## src/rtl/systolic_tile_sequencer.sv

```systemverilog
// systolic_tile_sequencer: loads one weight tile, then streams skewed activation tiles
// through an NxN weight-stationary array and hands each accumulator result downstream.
module systolic_tile_sequencer #(
  parameter int N       = 4,
  parameter int DATA_W  = 8,
  parameter int ACC_W   = 32,
  parameter int ADDR_W  = 8,
  parameter int BATCH_W = 4,
  parameter int ARR_LAT = 2*N
) (
  input  logic                     clk,
  input  logic                     rst,
  input  logic                     start,
  input  logic [ADDR_W-1:0]        cfg_wbase,
  input  logic [ADDR_W-1:0]        cfg_abase,
  input  logic [BATCH_W-1:0]       cfg_batches,
  output logic                     busy,
  output logic                     done,
  output logic                     wbuf_rd,
  output logic [ADDR_W-1:0]        wbuf_addr,
  input  logic [N*DATA_W-1:0]      wbuf_rdata,
  output logic                     abuf_rd,
  output logic [ADDR_W-1:0]        abuf_addr,
  input  logic [N*DATA_W-1:0]      abuf_rdata,
  output logic                     arr_w_load,
  output logic [$clog2(N)-1:0]     arr_w_row,
  output logic [N*DATA_W-1:0]      arr_w_data,
  output logic                     arr_acc_clr,
  output logic [N*DATA_W-1:0]      arr_a_data,
  input  logic [N*N*ACC_W-1:0]     arr_result,
  output logic                     res_valid,
  input  logic                     res_ready,
  output logic [N*N*ACC_W-1:0]     res_data,
  output logic [BATCH_W-1:0]       res_tile
);
  localparam int RW  = $clog2(N);
  localparam int DRN = N + ARR_LAT;
  localparam int DCW = $clog2(DRN + 1);
  typedef enum logic [2:0] {IDLE, LOAD_W, STREAM_A, DRAIN, OUTPUT} state_t;
  state_t state;
  logic [ADDR_W-1:0] abase;
  logic [BATCH_W-1:0] batches, b, b_nxt;
  logic [RW-1:0] r;
  logic [DCW-1:0] dcnt;
  logic a_vld, last_r;
  logic [N*DATA_W-1:0] a_row;
  assign b_nxt = b + 1'b1;
  assign last_r = r == RW'(N-1);
  // Buffers return data one cycle after the strobe; gate so idle lanes carry zeros.
  assign a_row = a_vld ? abuf_rdata : '0;
  assign arr_w_data = arr_w_load ? wbuf_rdata : '0;
  always_ff @(posedge clk) begin
    if (rst) begin
      state <= IDLE;
      busy <= 1'b0;
      done <= 1'b0;
      wbuf_rd <= 1'b0;
      wbuf_addr <= '0;
      abuf_rd <= 1'b0;
      abuf_addr <= '0;
      arr_w_load <= 1'b0;
      arr_w_row <= '0;
      arr_acc_clr <= 1'b0;
      res_valid <= 1'b0;
      res_data <= '0;
      res_tile <= '0;
      abase <= '0;
      batches <= '0;
      b <= '0;
      r <= '0;
      dcnt <= '0;
      a_vld <= 1'b0;
    end else begin
      done <= 1'b0;
      a_vld <= abuf_rd;
      arr_w_load <= wbuf_rd;
      arr_w_row <= r;
      arr_acc_clr <= 1'b0;
      case (state)
        IDLE: if (start) begin
          if (cfg_batches == '0) done <= 1'b1;
          else begin
            state <= LOAD_W;
            busy <= 1'b1;
            wbuf_rd <= 1'b1;
            wbuf_addr <= cfg_wbase;
            abase <= cfg_abase;
            batches <= cfg_batches;
            b <= '0;
            r <= '0;
          end
        end
        LOAD_W: begin
          r <= last_r ? '0 : r + 1'b1;
          if (last_r) begin
            state <= STREAM_A;
            wbuf_rd <= 1'b0;
            abuf_rd <= 1'b1;
            abuf_addr <= abase;
            arr_acc_clr <= 1'b1;
          end else wbuf_addr <= wbuf_addr + 1'b1;
        end
        STREAM_A: begin
          r <= last_r ? '0 : r + 1'b1;
          if (last_r) begin
            state <= DRAIN;
            abuf_rd <= 1'b0;
            dcnt <= '0;
          end else abuf_addr <= abuf_addr + 1'b1;
        end
        DRAIN: begin
          dcnt <= dcnt + 1'b1;
          if (dcnt == DCW'(DRN-1)) begin
            state <= OUTPUT;
            res_valid <= 1'b1;
            res_data <= arr_result;
            res_tile <= b;
          end
        end
        OUTPUT: if (res_ready) begin
          res_valid <= 1'b0;
          if (b_nxt == batches) begin
            state <= IDLE;
            busy <= 1'b0;
            done <= 1'b1;
          end else begin
            state <= STREAM_A;
            b <= b_nxt;
            abuf_rd <= 1'b1;
            abuf_addr <= abase + ADDR_W'(b_nxt) * ADDR_W'(N);
            arr_acc_clr <= 1'b1;
          end
        end
        default: state <= IDLE;
      endcase
    end
  end
  assign arr_a_data[DATA_W-1:0] = a_row[DATA_W-1:0];
  // Lane j is delayed j extra cycles so rows enter the array diagonally.
  for (genvar j = 1; j < N; j++) begin : g_lane
    logic [DATA_W-1:0] sr [j];
    always_ff @(posedge clk) begin
      if (rst) for (int k = 0; k < j; k++) sr[k] <= '0;
      else begin
        sr[0] <= a_row[j*DATA_W +: DATA_W];
        for (int k = 1; k < j; k++) sr[k] <= sr[k-1];
      end
    end
    assign arr_a_data[j*DATA_W +: DATA_W] = sr[j-1];
  end
endmodule

```

## config.mk

```make
export PLATFORM = sky130hd
export DESIGN_NAME = systolic_tile_sequencer
export DESIGN_NICKNAME = d
export VERILOG_FILES = /design/src/rtl/systolic_tile_sequencer.sv
export SDC_FILE = /design/constraint.sdc
export NUM_CORES = 1
export LEC_CHECK = 0
export ABC_AREA = 1
export ABC_CLOCK_PERIOD_IN_PS = 3480
export CORE_AREA = 4 4 463 465
export DETAILED_ROUTE_END_ITERATION = 12
export DIE_AREA = 0 0 467 469
export MAX_ROUTING_LAYER = met4
export PLACE_DENSITY_LB_ADDON = 0.15
export SYNTH_ARGS = -nofsm -noshare
export SYNTH_HDL_FRONTEND = slang
export SYNTH_SLANG_ARGS = --single-unit
```

## constraint.sdc

```tcl
create_clock -name clk -period 3.48 [get_ports clk]
set_input_delay 0.696 -clock clk [delete_from_list [all_inputs] [get_ports clk]]
set_output_delay 0.696 -clock clk [all_outputs]
set_load 0.005 [all_outputs]
```

## After elaboration in Yosys (flattened, before gate mapping)

Memories as Yosys holds them, arrays and structs flattened.
Cells that the tools add are included.
W data, S select, Z words.

- Register bits after elaboration: 567
- Output and inout bits: 605
- Memories: 3
- Memory bits (writable): 48

- Muxes and demuxes: 63
- Add/subtract/negate cells: 6
- Equal/unequal tests: 17
- Reductions and logical operators: 22
- Bitwise logic cells: 6

Memory list:

| name | words | width | read ports | clocked after Yosys merged registers in | wr ports | RTL line | text |
|---|---|---|---|---|---|---|---|
| g_lane[3].sr | 3 | 8 | 3 | 0 | 3 | 141 | `logic [DATA_W-1:0] sr [j];` |
| g_lane[2].sr | 2 | 8 | 2 | 0 | 2 | 141 |  |
| g_lane[1].sr | 1 | 8 | 1 | 0 | 1 | 141 |  |

Operators with widths:

| operator | count |
|---|---|
| $mux W8 | 13 |
| $mux W32 | 2 |
| $pmux W8 S3 | 1 |
| $mux W1 | 21 |
| $mux W4 | 5 |
| $ne A2 B2 Y1 const B | 10 |
| $reduce_and A5 Y1 | 4 |
| $mux W3 | 6 |
| $add A8 B1 Y8 const B | 2 |
| $pmux W4 S2 | 2 |
| $pmux W8 S2 | 1 |
| $pmux W3 S5 | 1 |
| $pmux W1 S2 | 5 |
| $reduce_bool A2 Y1 | 5 |
| $reduce_and A3 Y1 | 3 |
| $add A4 B1 Y4 const B | 2 |
| $add A8 B6 Y8 | 1 |
| $mux W2 | 4 |
| $reduce_and A4 Y1 | 2 |
| $reduce_or A8 Y1 | 1 |
| $eq A3 B2 Y1 const B | 2 |
| $reduce_and A6 Y1 | 1 |
| $or A1 B1 Y1 | 5 |
| $eq A4 B4 Y1 | 1 |
| 13 further kinds | 14 |

## Depth between registers and ports, before layout

- Depth after elaboration: 5
- Depth in mapped cells: 16
- Gate-level depth less buffers: 16

## Worst setup path before layout

Ideal clock, no wire load.

- Path type: register to register
- From: register b[0]
- To: register abuf_addr[6]
- Setup slack: 1.569 ns
- Arrival: 1.784 ns
- Buffers on the path: 0
- Period minus slack after synthesis: 1.911 ns
- Stages on the path, launching flop included: 13
- Path through: dfxtp_1 ha_1 fa_1 nand2_1 nand2_1 a21oi_1 nand2_1 nand3_1 nand2_1 nor2_1 nand2_1 nand2_1 nor2_1

- Word-level cells in the longest chain between the ends: 5
- Elaborated cells between the ends (all ways): 8

Ends and longest elaborated chain:

| item | RTL line | text |
|---|---|---|
| from (decl) | 42 | `logic [BATCH_W-1:0] batches, b, b_nxt;` |
| from (signal assigned) | 128 | `b <= b_nxt;` |
| $add A4 B1 Y4 (*) | 47 | `assign b_nxt = b + 1'b1;` |
| $add A8 B6 Y8 | 130 | `abuf_addr <= abase + ADDR_W'(b_nxt) * ADDR_W'(N);` |
| $mux W8 | 122 | `if (b_nxt == batches) begin` |
| $mux W8 | 120 | `OUTPUT: if (res_ready) begin` |
| $pmux W8 S3 | 79 | `case (state)` |
| to (signal assigned) | 99 | `abuf_addr <= abase;` |
| to (signal assigned) | 109 | `end else abuf_addr <= abuf_addr + 1'b1;` |
| to (signal assigned) | 130 |  |
| to (decl) | 23 | `output logic [ADDR_W-1:0] abuf_addr,` |

Mark *: on every way between the ends. The rest lies on a longest branch, timed or not. The select of a mux whose other input is x is not followed.
A chain may end at the register's enable or synchronous reset.

## Worst setup path in the final report

- From: register arr_w_load
- To: output arr_w_data[16]

- Word-level cells in the longest chain between the ends: 1

Ends and longest elaborated chain:

| item | RTL line | text |
|---|---|---|
| from (decl) | 25 | `output logic arr_w_load,` |
| from (signal assigned) | 76 | `arr_w_load <= wbuf_rd;` |
| $mux W32 | 51 | `assign arr_w_data = arr_w_load ? wbuf_rdata : '0;` |
| to (decl) | 27 | `output logic [N*DATA_W-1:0] arr_w_data,` |

Every way passes these cells.

==> results by stage <==
Detailed routing:
- The number of vias in the routed layout is 25000.
- The remaining antenna violation count after routing is 0.
- The pre-antenna-repair detailed-routing pass consisted of 5 iterations.
- Summed over all layers, the routed wires come to approximately 160 mm.
- The initial detailed-routing violation count is approximately 1200.
- The wire length per cell after detailed routing is 22.8 um.
- In the routed layout, each cell is associated on average with a via count of 3.59.
- The number of DRC violations after detailed routing is 0.

Yosys:
- The register bit total from synthesis is 615.
- The Yosys step of the flow raised 0 warnings.
- Averaged over all synthesized cells, the footprint is 7.84 um2.
- The number of nets handed over by synthesis was 3558.
- After synthesis, the netlist uses 37 different library cells.
- By area the synthesized netlist is led by sky130_fd_sc_hd__dfxtp_1, sky130_fd_sc_hd__a21oi_1, sky130_fd_sc_hd__nand3_1, sky130_fd_sc_hd__nand2_1, sky130_fd_sc_hd__buf_2.
- The share of the synthesized area in the top cell type is between 50 and 60%.
- The cell type with the largest total area after synthesis is sky130_fd_sc_hd__dfxtp_1.
- Sequential cells were found to cover 53.3% of the synthesized design area.
- The post-synth design cell area is 23100 um2.
- Counting every instance in the synthesized netlist gives 2948.

Timing:
- Setup repair after global routing left no endpoint under its margin.
- Adding up every negative setup slack in the final design gives 0 ns.
- The actual slew at the worst max-slew pin is roughly 0.84 ns.
- The setup-violating endpoint count in the final report is 0.
- Across all hold checks on the routed design, the worst slack comes to 0.395 ns.
- The worst pin sits at a relative slew slack of between 40% and 50%.
- The number of slew-limit violations in the final report is 0.
- The clock period could shrink to 2.99 ns.
- Across the routed clock network, the largest skew measured is 0.0426 ns.
- The hold violation total from the final report was 0.
- Based on the critical path, the design can be clocked at up to between 300 and 400 MHz.
- The share of the cycle needed by the critical path after routing is 86.0%.

Hold path:
- In this run the most critical hold path is launched from rst.
- The worst hold path terminates at g_lane[2].sr[0][14].
- The type of the worst min-delay path is primary input to flop.
- The number of stages on the worst hold path is 2.

CTS:
- The number of gates resized after CTS is 0.
- The CTS tree is built.
- The clock-pin slew of the registers on the worst-case setup and hold paths is 0.06 ns.
- The clock tree synthesis step divided the H-tree into 3 levels.
- For the worst-skew pair, the clock arrives at the later sink with an insertion delay of approximately 0.69 ns.
- The number of clock buffers inserted by TritonCTS is slightly below 90.
- The root buffer cell chosen for the clock tree is sky130_fd_sc_hd__clkbuf_16.
- The number of setup buffers added after CTS is 0.
- The longest clock path from root to sink contains 3 buffers.
- The number of hold buffers added after CTS was 0.
- For this design, the sink count on the clock tree is 615.

Critical path:
- The slowest cell on the critical path is sky130_fd_sc_hd__dfxtp_1.
- The maximum cell stage delay along the critical path is 0.56 ns.
- Tracing the worst setup path back leads to its startpoint at arr_w_load.
- The worst register-to-register path ends at res_data[292].
- For the worst flop-to-flop path, the logic depth is 7.
- The worst setup path is launched from a flop.
- The arrival time at the worst endpoint is 2.30 ns.
- STA classifies the critical path endpoint as a primary output.
- The kind of critical path is flop to primary output.
- Setup slack on the worst reg-to-reg path comes out at a little under 0.9 ns.
- Along the worst path, the maximum fanout reaches 21.
- In this run the critical register-to-register path is launched from dcnt[0].
- The signal on the critical path passes through buf_4 -> nand2_1 -> inv_1 -> clkdlybuf4s50_1.
- The required time reported for the critical path endpoint is about 2.8 ns.

Status:
- The flow ran to the end, and the final reports show no timing, DRC or antenna violations.

Flow run:
- Across the run, the number of max-cap violations was 0.

GRT:
- The first global-routing pass estimated 212 mm of wire.
- Global routing used 16.1% of the available met1 tracks.
- Global routing used between 20 and 25% of the available met2 tracks.
- The number of global-route vias before repair is 25200.
- After global routing the overflow that remains totals 0.
- The number of antenna violations at the first check in global routing is 46.
- The largest net degree at the start of global routing is approximately 110.
- Global routing consumed, over all layers together, 14.1% of the routing resources.
- For this run, global-route usage on met3 was measured as 6.40%.
- The most used routing layer in global routing is met2.

Floorplan:
- The height of the chip is 469 um.
- 1205 I/O pins were placed.
- Row generation in the floorplan step produced 168 rows.
- The floorplan step set the die width to 467 um.
- The core region is 210000 um2.
- The initial standard-cell utilization of the core is about 11%.
- The area of the die is about 220000 um2.

Placed design:
- The final weighted congestion in routability-driven placement is roughly 0.83.
- The HPWL after detailed placement is between 100 and 150 mm.
- The placed instances occupy a cell area of roughly 38000 um2.
- The number of I/O port buffers is 1204.
- The cell count after placement is a little under 7000.

Final layout:
- In the final layout, the share of cells above drive strength 1 is under 10%.
- The count of cells in the finished layout, fillers not included, comes to 6949.
- Fill cells in the final layout number 23500.
- Cells fill between 10% and 20% of the core in the end.
- For this run, the post-layout net count is 4665.
- The area growth from synthesis to final layout is 78.8%.
- The final standard cell area without fillers is 41300 um2.

Power:
- Summed over all cells, the static leakage comes to roughly 14 nW.
- The worst-case IR drop observed on VDD is a little over 0.0003 V.
- The power density normalized to cell area is 473 nW/um2.
[where the power goes]
part           total [mW]  switching (mW)  internal [mW]
clock network        9.48            3.86           5.62
logic                2.61            1.38           1.23
registers            7.45           0.218           7.23
total                19.5            5.46           14.1
[worst max-delay path by stage]
stage	endpoint	slack, ns	depth (start not counted)
6_report	arr_w_data[16]	0.49	4
2_1_floorplan	abuf_addr[6]	1.57	12
5_1_grt	arr_w_data[16]	0.37	4
3_5_place_dp	res_data[281]	0.73	7
4_1_cts	arr_w_data[16]	0.37	4
3_3_place_gp	res_data[280]	0.73	7
[cell usage after synthesis (all sizes together)]
cell,count
o21a,1
a21oi,549
nand3,541
nand2,654
or2,5
inv,138
o21bai,1
dfxtp,615
o22a,1
o31ai,3
fa,1
nor2,107
o21ai,35
a31oi,2
xor2,2
a211oi,1
nand4,5
a32o,1
o221ai,1
o211ai,5
clkbuf,84
ha,9
nor3,7
nand3b,2
buf,178
[critical path, delay by kind of cell (launching register included)]
family / cells / cell delay [ns]
flip-flops: 1 / 0.56
buffers and inverters: 3 / 0.89
AND/OR/NAND/NOR: 1 / 0.16
[registers in the layout, summed over array words and instances (netlist names), 2 cells and up]
| register | flops |
|---|---|
| dcnt | 4 |
| abase | 8 |
| batches | 4 |
| b | 4 |
| state | 3 |
| r | 2 |
| res_data | 512 |
| g_lane.sr | 48 |
| wbuf_addr | 8 |
| abuf_addr | 8 |
| arr_w_row | 2 |
| res_tile | 4 |
[through the flow]
| stage | setup WS, ns | total power [mW] |
|---|---|---|
| after floorplan | 1.57 | 8.64 |
| after detailed placement | 0.733 | 10.3 |
| final | 0.488 | 19.5 |
| after global routing | 0.366 | 20.5 |
| after CTS | 0.369 | 20.1 |
| after global placement | 0.730 | 10.3 |
[cell type report]
cell class / instances / area (um2) / area share (%)
Timing Repair Buffer: 1278 / 12900 / 31.3
Sequential cell: 615 / 12300 / 29.8
Multi-Input combinational cell: 1933 / 8980 / 21.7
Tap cell: 2805 / 3510 / 8.49
Clock buffer: 122 / 2520 / 6.10
Inverter: 138 / 526 / 1.27
Clock inverter: 38 / 480 / 1.16
Antenna cell: 20 / 50.0 / 0.121
[cells in the final DEF (no fill, tap or decap), types with 3 or more instances in the layout]
cell type,netlist,final
sky130_fd_sc_hd__a21oi_2,4,4
sky130_fd_sc_hd__nor3_1,6,6
sky130_fd_sc_hd__nand3_1,539,539
sky130_fd_sc_hd__o21ai_0,33,33
sky130_fd_sc_hd__ha_1,9,9
sky130_fd_sc_hd__o31ai_1,3,3
sky130_fd_sc_hd__inv_2,10,9
sky130_fd_sc_hd__clkbuf_1,84,16
sky130_fd_sc_hd__inv_6,0,3
sky130_fd_sc_hd__clkbuf_16,0,89
sky130_fd_sc_hd__nand4_1,5,5
sky130_fd_sc_hd__o211ai_1,5,5
sky130_fd_sc_hd__diode_2,0,20
sky130_fd_sc_hd__buf_12,0,26
sky130_fd_sc_hd__clkdlybuf4s50_1,0,1203
sky130_fd_sc_hd__clkbuf_8,0,17
sky130_fd_sc_hd__clkinvlp_4,0,3
sky130_fd_sc_hd__inv_1,128,128
sky130_fd_sc_hd__nand2_2,12,11
sky130_fd_sc_hd__inv_16,0,3
sky130_fd_sc_hd__clkinv_2,0,18
sky130_fd_sc_hd__a21oi_1,545,545
sky130_fd_sc_hd__nor2_2,3,3
sky130_fd_sc_hd__dfxtp_1,615,615
sky130_fd_sc_hd__nor2_1,102,102
sky130_fd_sc_hd__nand2_1,642,642
sky130_fd_sc_hd__buf_4,42,48
sky130_fd_sc_hd__bufinv_16,0,7
sky130_fd_sc_hd__or2_2,4,4
[per-layer routing]
layer	part of all wire, %	vias to the layer above
met5	0	-
met4	1.7	0
met3	10	177
met2	47	960
met1	41	11800
li1	-	12000
[cells by family after synthesis]
| logic type | count (synthesis) | share of synthesized area [%] |
|---|---|---|
| compound gates | 600 | 13.2 |
| simple gates | 1321 | 24.9 |
| flops | 615 | 53.3 |
| fa+ha+maj | 10 | 0.574 |
| xor+xnor | 2 | 0.0758 |
| buf+inv | 400 | 7.89 |
(Power assumes the default switching activity.)
